--- src/rtl/ssd_display_controller_pkg.sv ---
// Shared types and constants for the seven-segment display controller:
// FSM state encoding, operand widths and the double-dabble digit correction.
package ssd_pkg;

    localparam int NUM_W      = 13;
    localparam int NUM_DIGITS = 4;
    localparam int BCD_W      = 16;

    typedef enum logic [1:0] {
        IDLE,
        CONV,
        DONE
    } state_t;

    // Any BCD digit of 5 or more gets 3 added, so it carries correctly on the next shift.
    function automatic logic [BCD_W-1:0] bcd_add3(input logic [BCD_W-1:0] bcd);
        logic [BCD_W-1:0] res;
        res = bcd;
        for (int i = 0; i < NUM_DIGITS; i++) begin
            if (bcd[4*i +: 4] >= 4'd5)
                res[4*i +: 4] = bcd[4*i +: 4] + 4'd3;
        end
        return res;
    endfunction

endpackage

--- src/rtl/ssd_display_controller_if.sv ---
// Bundle of source values, control and BCD result between the display
// controller and whatever feeds or consumes it.
interface ssd_display_controller_if;
    import ssd_pkg::*;

    logic [NUM_W-1:0] src0;
    logic [NUM_W-1:0] src1;
    logic [NUM_W-1:0] src2;
    logic [NUM_W-1:0] src3;
    logic             lock;
    logic [1:0]       sel;
    logic [BCD_W-1:0] digits;
    logic             digits_valid;
    logic             busy;

    modport master (
        output src0, src1, src2, src3, lock,
        input  sel, digits, digits_valid, busy
    );

    modport slave (
        input  src0, src1, src2, src3, lock,
        output sel, digits, digits_valid, busy
    );

endinterface

--- src/rtl/ssd_display_controller_btn_debounce.sv ---
// Push-button conditioner: two-flop synchronizer followed by a stability
// counter; emits the accepted level and a one-cycle pulse on its rising edge.
module btn_debounce #(
    parameter int DEBOUNCE_CYCLES = 1_000_000
) (
    input  logic clk,
    input  logic rst,
    input  logic i_btn,
    output logic o_level,
    output logic o_rise
);

    localparam int              CNT_W    = (DEBOUNCE_CYCLES > 1) ? $clog2(DEBOUNCE_CYCLES) : 1;
    localparam logic [CNT_W-1:0] CNT_LAST = CNT_W'(DEBOUNCE_CYCLES - 1);

    logic [1:0]       r_sync;
    logic [CNT_W-1:0] r_cnt;
    logic             r_level;
    logic             r_rise;
    logic             w_sync;

    assign w_sync = r_sync[1];

    // NOTE: every register here is updated with <= so all of them sample the
    // pre-edge values; blocking assignments would make the result order-dependent.
    always_ff @(posedge clk or posedge rst) begin
        if (rst) begin
            r_sync  <= 2'b00;
            r_cnt   <= '0;
            r_level <= 1'b0;
            r_rise  <= 1'b0;
        end else begin
            r_sync <= {r_sync[0], i_btn};
            r_rise <= 1'b0;
            if (w_sync == r_level) begin
                r_cnt <= '0;
            end else if (r_cnt == CNT_LAST) begin
                r_cnt   <= '0;
                r_level <= w_sync;
                r_rise  <= w_sync;
            end else begin
                r_cnt <= r_cnt + CNT_W'(1);
            end
        end
    end

    assign o_level = r_level;
    assign o_rise  = r_rise;

endmodule

--- src/rtl/ssd_display_controller.sv ---
// Selects one of four debug values, resamples it periodically and converts it
// to packed BCD with a bit-serial double-dabble FSM for the display driver.
module ssd_display_controller
    import ssd_pkg::*;
#(
    parameter int DEBOUNCE_CYCLES = 1_000_000,
    parameter int SAMPLE_CYCLES   = 2_500_000
) (
    input  logic                     clk,
    input  logic                     rst,
    input  logic                     btn_next,
    ssd_display_controller_if.slave  bus
);

    localparam int               TMR_W     = (SAMPLE_CYCLES > 1) ? $clog2(SAMPLE_CYCLES) : 1;
    localparam logic [TMR_W-1:0] TMR_LAST  = TMR_W'(SAMPLE_CYCLES - 1);
    localparam logic [3:0]       ITER_LAST = 4'(NUM_W - 1);

    logic             w_btn_level;
    logic             w_btn_rise;
    logic             w_press;
    logic             w_tick;
    logic             w_req;
    logic             w_leave;
    logic [NUM_W-1:0] w_src_sel;

    logic [TMR_W-1:0] r_timer;
    logic [1:0]       r_sel;
    logic             r_pending;
    state_t           r_state;
    logic [NUM_W-1:0] r_bin;
    logic [BCD_W-1:0] r_bcd;
    logic [3:0]       r_iter;
    logic [BCD_W-1:0] r_digits;
    logic             r_valid;

    btn_debounce #(
        .DEBOUNCE_CYCLES (DEBOUNCE_CYCLES)
    ) u_btn (
        .clk     (clk),
        .rst     (rst),
        .i_btn   (btn_next),
        .o_level (w_btn_level),
        .o_rise  (w_btn_rise)
    );

    assign w_press = w_btn_rise & w_btn_level;
    assign w_tick  = (r_timer == TMR_LAST);
    assign w_req   = ~bus.lock & (w_press | w_tick);
    assign w_leave = (r_state == IDLE) & r_pending;

    // NOTE: the default assignment ahead of the case keeps this purely
    // combinational; a path that leaves w_src_sel unassigned would infer a latch.
    always_comb begin
        w_src_sel = bus.src0;
        case (r_sel)
            2'd1:    w_src_sel = bus.src1;
            2'd2:    w_src_sel = bus.src2;
            2'd3:    w_src_sel = bus.src3;
            default: w_src_sel = bus.src0;
        endcase
    end

    always_ff @(posedge clk or posedge rst) begin
        if (rst) begin
            r_timer   <= '0;
            r_sel     <= 2'd0;
            r_pending <= 1'b1;
        end else begin
            r_timer <= w_tick ? '0 : r_timer + TMR_W'(1);
            if (w_press && !bus.lock)
                r_sel <= r_sel + 2'd1;
            // A new request wins over the clear, so nothing arriving on the hand-off cycle is lost.
            r_pending <= w_req | (r_pending & ~w_leave);
        end
    end

    always_ff @(posedge clk or posedge rst) begin
        if (rst) begin
            r_state  <= IDLE;
            r_bin    <= '0;
            r_bcd    <= '0;
            r_iter   <= 4'd0;
            r_digits <= '0;
            r_valid  <= 1'b0;
        end else begin
            r_valid <= 1'b0;
            case (r_state)
                IDLE: begin
                    if (r_pending) begin
                        r_bin   <= w_src_sel;
                        r_bcd   <= '0;
                        r_iter  <= 4'd0;
                        r_state <= CONV;
                    end
                end
                CONV: begin
                    {r_bcd, r_bin} <= {bcd_add3(r_bcd), r_bin} << 1;
                    if (r_iter == ITER_LAST)
                        r_state <= DONE;
                    else
                        r_iter <= r_iter + 4'd1;
                end
                DONE: begin
                    r_digits <= r_bcd;
                    r_valid  <= 1'b1;
                    r_state  <= IDLE;
                end
                default: r_state <= IDLE;
            endcase
        end
    end

    assign bus.sel          = r_sel;
    assign bus.digits       = r_digits;
    assign bus.digits_valid = r_valid;
    assign bus.busy         = (r_state != IDLE);

endmodule
--- src/flat_wrapper.sv ---
// flat-port wrapper written by rule: the top's interface ports become plain ports
module ssd_display_controller_flat import ssd_pkg::*;
#(
    parameter int DEBOUNCE_CYCLES = 1_000_000,
    parameter int SAMPLE_CYCLES   = 2_500_000
)
  (clk, rst, btn_next, bus_src0, bus_src1, bus_src2, bus_src3, bus_lock, bus_sel, bus_digits, bus_digits_valid, bus_busy);
  ssd_display_controller_if bus_i ();
  input  logic clk;
  input  logic rst;
  input  logic btn_next;
  input wire logic [$bits(bus_i.src0)-1:0] bus_src0;
  input wire logic [$bits(bus_i.src1)-1:0] bus_src1;
  input wire logic [$bits(bus_i.src2)-1:0] bus_src2;
  input wire logic [$bits(bus_i.src3)-1:0] bus_src3;
  input wire logic [$bits(bus_i.lock)-1:0] bus_lock;
  output wire logic [$bits(bus_i.sel)-1:0] bus_sel;
  output wire logic [$bits(bus_i.digits)-1:0] bus_digits;
  output wire logic [$bits(bus_i.digits_valid)-1:0] bus_digits_valid;
  output wire logic [$bits(bus_i.busy)-1:0] bus_busy;
  assign bus_i.src0 = bus_src0;
  assign bus_i.src1 = bus_src1;
  assign bus_i.src2 = bus_src2;
  assign bus_i.src3 = bus_src3;
  assign bus_i.lock = bus_lock;
  assign bus_sel = bus_i.sel;
  assign bus_digits = bus_i.digits;
  assign bus_digits_valid = bus_i.digits_valid;
  assign bus_busy = bus_i.busy;
  ssd_display_controller #(.DEBOUNCE_CYCLES(DEBOUNCE_CYCLES), .SAMPLE_CYCLES(SAMPLE_CYCLES)) u_core (.clk(clk), .rst(rst), .btn_next(btn_next), .bus(bus_i));
endmodule
--- config.mk ---
export PLATFORM = sky130hd
export DESIGN_NAME = ssd_display_controller_flat
export DESIGN_NICKNAME = d
export VERILOG_FILES = /design/src/rtl/ssd_display_controller_pkg.sv /design/src/rtl/ssd_display_controller_if.sv /design/src/rtl/ssd_display_controller_btn_debounce.sv /design/src/rtl/ssd_display_controller.sv /design/src/flat_wrapper.sv
export SDC_FILE = /design/constraint.sdc
export NUM_CORES = 1
export LEC_CHECK = 0
export CAP_MARGIN = 20
export CORE_ASPECT_RATIO = 0.6
export CORE_MARGIN = 2
export CORE_UTILIZATION = 60
export DETAILED_ROUTE_END_ITERATION = 6
export DONT_BUFFER_PORTS = 1
export MAX_ROUTING_LAYER = met4
export PLACE_DENSITY_LB_ADDON = 0.08
export SETUP_SLACK_MARGIN = 0.3
export SLEW_MARGIN = 20
export SYNTH_ARGS = -nofsm -noshare
export SYNTH_HDL_FRONTEND = slang
export SYNTH_SLANG_ARGS = --single-unit
--- constraint.sdc ---
create_clock -name clk -period 5 [get_ports clk]
set_input_delay 1.25 -clock clk [delete_from_list [all_inputs] [get_ports clk]]
set_output_delay 1.25 -clock clk [all_outputs]
set_load 0.05 [all_outputs]
**After elaboration in Yosys (flattened, before gate mapping)**

Cells that the tools add are included.

- Output and inout bits: 20
- Bits in registers: 101
- Input port bits: 56

- Reduce and logical (&&, ||, !) cells: 9
- $lt $le $gt $ge: 4
- Bitwise logic cells: 9
- Multiplexer cells: 21
- Add/sub/neg operators: 8
- Equal/unequal tests: 12

Operator list:

| cell | count |
|---|---|
| $mux W20 | 2 |
| $pmux W13 S3 | 1 |
| $pmux W16 S2 | 1 |
| $pmux W13 S2 | 1 |
| $add A22 B1 Y22 const B | 1 |
| $eq A22 B22 Y1 const B | 1 |
| $mux W22 | 1 |
| $add A20 B1 Y20 const B | 1 |
| $eq A20 B20 Y1 const B | 1 |
| $mux W4 | 5 |
| $ge A4 B3 Y1 const B | 4 |
| $mux W16 | 1 |
| $mux W13 | 1 |
| $add A4 B2 Y4 const B | 3 |
| $pmux W4 S2 | 1 |
| $eq A2 B2 Y1 const B | 3 |
| $reduce_and A2 Y1 | 3 |
| $add A4 B1 Y4 const B | 1 |
| $and A1 B1 Y1 | 4 |
| $eq A2 B1 Y1 const B | 2 |
| $eq A4 B4 Y1 const B | 1 |
| $mux W2 | 2 |
| $ne A2 B1 Y1 const B | 2 |
| $pmux W2 S2 | 1 |
| other kinds (13) | 19 |

**Logic depth before layout (Yosys ltp)**

- Depth after elaboration: 5
- Gate-level depth with buffers: 8

**Modules after synthesis**

Synthesis repeated with hierarchy kept, for this count alone.

- Cells, all modules: 480
- Area total of the unflattened synthesis: 5076.1 um^2

By module, submodules not included:

| module | area each (um^2) | cells each | times used |
|---|---|---|---|
| ssd_display_controller | 3887.5 | 372 | 1 |
| btn_debounce | 1188.6 | 108 | 1 |

**Worst setup path before layout**

Ideal clock, no wire load.

- Path type: input -> register
- Start: input port bus_src3[9]
- End: register u_core.r_bin[9]
- Path slack: 2.893 ns
- Stages on the path: 4
- Arrival time: 1.980 ns
- Library setup time: 0.127 ns
- Required time: 4.873 ns
- Cells stage by stage: a222oi_1 > o21ai_0 > a222oi_1 > inv_1

- Word-level cells in the longest chain between the ends: 3

Ends and longest elaborated chain:

| element | RTL line | source |
|---|---|---|
| from (decl) | flat_wrapper.sv:15 | `input wire logic [$bits(bus_i.src3)-1:0] bus_src3;` |
| $pmux W13 S3 | ssd_display_controller.sv:56 | `case (r_sel)` |
| $mux W13 | ssd_display_controller.sv:90 | `if (r_pending) begin` |
| $pmux W13 S2 | ssd_display_controller.sv:88 | `case (r_state)` |
| to (signal assigned) | ssd_display_controller.sv:91 | `r_bin <= w_src_sel;` |
| to (signal assigned) | ssd_display_controller.sv:98 | `{r_bcd, r_bin} <= {bcd_add3(r_bcd), r_bin} << 1;` |
| to (decl) | ssd_display_controller.sv:31 | `logic [NUM_W-1:0] r_bin;` |

No other way between the ends. The select of a mux whose other input is x is not followed.
A chain may end at the register's enable or synchronous reset.

**Final worst setup path**

- Start: register u_core.r_state[1]
- End: output port bus_busy

- Word-level cells in the longest chain between the ends: 1

Ends and longest elaborated chain:

| element | RTL line | source |
|---|---|---|
| from (decl) | ssd_display_controller.sv:30 | `state_t r_state;` |
| from (signal assigned) | ssd_display_controller.sv:80 | `r_state <= IDLE;` |
| from (signal assigned) | ssd_display_controller.sv:94 | `r_state <= CONV;` |
| from (signal assigned) | ssd_display_controller.sv:100 | `r_state <= DONE;` |
| $reduce_bool A2 Y1 | ssd_display_controller.sv:117 | `assign bus.busy = (r_state != IDLE);` |
| to (decl) | flat_wrapper.sv:20 | `output wire logic [$bits(bus_i.busy)-1:0] bus_busy;` |

No other way between the ends.

==> results.tsv <==
stage	metric	value	unit
final_layout	Fill cells	642	
drt	via/cell ratio	6.09	
final_layout	Area Growth Syn to Fin	7.78	%
setup_path	Critical Path, Cell by Cell	nor2_1, inv_1	
drt	via count	3606	
clock_network	Max H-tree Level	3	
power_and_ir_drop	Internal	1.21	mW
worst_hold_path	HP Class	flip-flop to flip-flop	
placement	pre-CTS setup slack	2.67	ns
setup_path	required time of the critical path	3.75	ns
yosys	simple-gate area share of the yosys netlist	16.2	%
die	chip height	74.0	µm
power_and_ir_drop	Comb power frac	3.3	%
yosys	Post-Syn Nets	556	
setup_path	Worst setup EP type	output pin	
yosys	xor and xnor area share after synthesis	6.43	%
timing	Fmax achieved	0.408	GHz
placement	Post-DP HPWL	6980	µm
timing	Tmin final	2.45	ns
global_route	grt ovf	0	
timing	RSZ-0062 raised after global routing	no	
yosys	post-synthesis mux area share	3.34	%
timing	Worst-Margin Slew	0.865	ns
timing	Setup-failing EPs final	0	
final_layout	diodes inserted	0	
power_and_ir_drop	Power per Cell Area	291	nW/µm²
clock_network	clock root buffer	clkbuf_16	
yosys	#FFs+latches synth	101	
timing	Slew Viols, Final	0	
yosys	syn avg cell area	10.1	µm²
die	CORE AREA	7910	µm²
power_and_ir_drop	Net Sw Power	323	µW
timing	Rel. slew slack	42.3	%
power_and_ir_drop	Switching Share	21.0	%
global_route	largest net degree at the start of global routing	70	
clock_network	post-CTS setup buffers	0	
timing	Final Hold Vio Count	0	
yosys	largest family of logic cells by synthesized area	simple AND/OR/NAND/NOR gates	
power_and_ir_drop	Sequential Power Share	53.9	%
final_layout	NumNets Final	551	
power_and_ir_drop	Peak VDD IR	0.188	mV
drt	wire per inst	16.6	µm
yosys	Seq/Total Area, Yosys	51.6	%
power_and_ir_drop	Pleak	2.39	nW
setup_path	slowest CP cell	dfrtp_1	
global_route	gr usage total	23.5	%
yosys	FFs w/ async S/R, synth	100	%
die	Row Count	25	
die	initial core utilization	61.9	%
yosys	synth warn	0	
clock_network	clock net sink count	101	
global_route	number of global-route vias before repair	3258	
drt	WL final	9820	µm
placement	Port Buffers	0	
drt	Pre-antenna DRT Iters	6	
final_layout	share of layout cells above drive strength 1	7.85	%
clock_network	Worst-path clk slew	0.06	ns
timing	final period utilization	49.0	%
drt	DRT antenna net count	0	
setup_path	WP data arrival	1.20	ns
clock_network	Max clock buf depth	2	
yosys	Syn Std Cell Area	4900	µm²
status	status	finished, final reports clean	
clock_network	clock latency on the worst-skew pair	0.34	ns
die	IO Count	76	
yosys	Adder-Cell Fraction of Synth Area	4.08	%
timing	Setup TNS	0	ns
timing	final setup margin	2.55	ns
yosys	cells after synthesis	484	
global_route	initial antenna violation count	0	
yosys	Primary FF master, synth	dfrtp_1	
setup_path	worst-path fanout max	6	
power_and_ir_drop	clock share of power	42.8	%
setup_path	Worst path max stage delay	0.41	ns
final_layout	Non-Filler Instances	592	
timing	Setup Skew	0.00507	ns
yosys	Yosys cell types	39	
global_route	first-pass GRT wire length	15800	µm
job	Max-cap violations	0	
die	area of the die	8930	µm²
drt	Post-route DRC	0	
drt	drt initial violations	333	
clock_network	CTS tree	yes	
clock_network	Post-CTS Resized	0	
die	Die Span X	121	µm
yosys	Synth Area in Compound Gates	14.2	%
setup_path	CP Launch Type	flip-flop	
placement	Routability Congestion	0.864	
setup_path	CP Class	flip-flop to output pin	
clock_network	hold_buf cts	0	
clock_network	Inserted Clock Buffers	9	
placement	Cells after DPL	576	
yosys	Post-synth EDFFs	0	
power_and_ir_drop	Power Total	1.54	mW
final_layout	fin util	66.8	%
[routing by layer]
layer | share of wire, % | up-vias | global-route usage (%) | routed length, µm
met4 | 0.39 | 0 | 5.43 | 38
met3 | 7.0 | 5 | 6.67 | 691
met5 | 0 | - | - | 0
met1 | 48 | 1747 | 32.1 | 4710
met2 | 45 | 123 | 35.2 | 4380
li1 | - | 1731 | - | -
[stage by stage]
step	hold slack, ns	area, µm²
after floorplan	0.331	4900
after global placement	0.334	4990
after detailed placement	0.336	4990
after CTS	0.351	5280
after global routing	0.351	5280
final	0.349	5280
[final timing paths]
kind,cells after the start,slack (ns),to,startpoint
worst min-delay path,0,0.35,u_core.u_btn.r_sync[1]$_DFF_PP0_,u_core.u_btn.r_sync[0]$_DFF_PP0_
min in group asynchronous,1,0.96,u_core.u_btn.r_cnt[6]$_DFF_PP0_,rst
worst max register to register,6,2.67,u_core.r_bin[12]$_DFFE_PP0P_,u_core.bus.sel[1]$_DFFE_PP0P_
worst max-delay path,2,2.55,bus_busy,u_core.r_state[1]$_DFFE_PP0P_
max in group asynchronous,2,3.10,u_core.r_timer[21]$_DFF_PP0_,rst
worst min register to register,0,0.35,u_core.u_btn.r_sync[1]$_DFF_PP0_,u_core.u_btn.r_sync[0]$_DFF_PP0_
[flip-flops by register name (all words and copies together) (netlist names), 2 cells and up]
signal / count
u_core.u_btn.r_cnt: 20
u_core.r_state: 2
u_core.bus.sel: 2
u_core.u_btn.r_sync: 2
u_core.r_bin: 13
u_core.bus.digits: 16
u_core.r_timer: 22
u_core.r_bcd: 16
u_core.r_iter: 4
[cell usage in the layout, fill, tap and decap left out, types with 16 or more instances in the layout]
cell	n
a21oi_1	16
a222oi_1	25
dfrtp_1	100
ha_1	16
inv_1	34
nand2_1	45
nand3_1	21
nor2_1	34
o21ai_0	41
xnor2_1	25
[logic make-up after synthesis]
logic type	Yosys count
AOI/OAI and AO/OA	102
xor gates and xnor gates	36
muxes	15
buffers and inverters	54
and+or+nand+nor	160
adders and majority gates	16
DFF	101
[layout make-up]
type | instances | area (µm²) | share of cell area, %
flip-flops and latches | 101 | 2530 | 47.9
multi-input cells | 329 | 2170 | 41.2
clock buffers | 13 | 270 | 5.11
well taps | 108 | 135 | 2.56
inverters | 35 | 134 | 2.53
repair buffers | 3 | 22.5 | 0.426
clock inverters | 3 | 18.8 | 0.355
[power groups by stage]
| stage | clock network [mW] | logic [mW] | registers, mW |
|---|---|---|---|
| global route | 0.702 | 0.0580 | 0.828 |
| CTS | 0.672 | 0.0515 | 0.828 |
| finish | 0.657 | 0.0502 | 0.828 |
| floorplan | 0 | 0.0392 | 0.842 |
| detailed placement | 0 | 0.0512 | 0.843 |
| global placement | 0 | 0.0497 | 0.843 |
[worst max-delay path, delay by kind of cell, from the launching register on]
kind	cells	cell delay, ns
buffers and inverters	1	0.37
and+or+nand+nor	1	0.09
DFF	1	0.41
[synthesized netlist by cell type, types with 5 or more instances]
library cell	number	area share [%]
a21oi_1	16	1.6
a222oi_1	25	5.1
clkbuf_1	16	1.2
dfrtp_1	100	51
ha_1	16	4.1
inv_1	35	2.7
mux2_2	11	2.5
nand2_1	45	3.4
nand2b_1	6	0.77
nand3_1	21	2.1
nand4_1	11	1.4
nor2_1	34	2.6
nor3_1	8	0.82
nor4_1	6	0.77
o21ai_0	41	4.2
o22ai_1	5	0.64
o31ai_1	6	0.92
or3_1	8	1.0
xnor2_1	25	4.5
xor2_1	11	2.0
(Power assumes the default switching activity.)
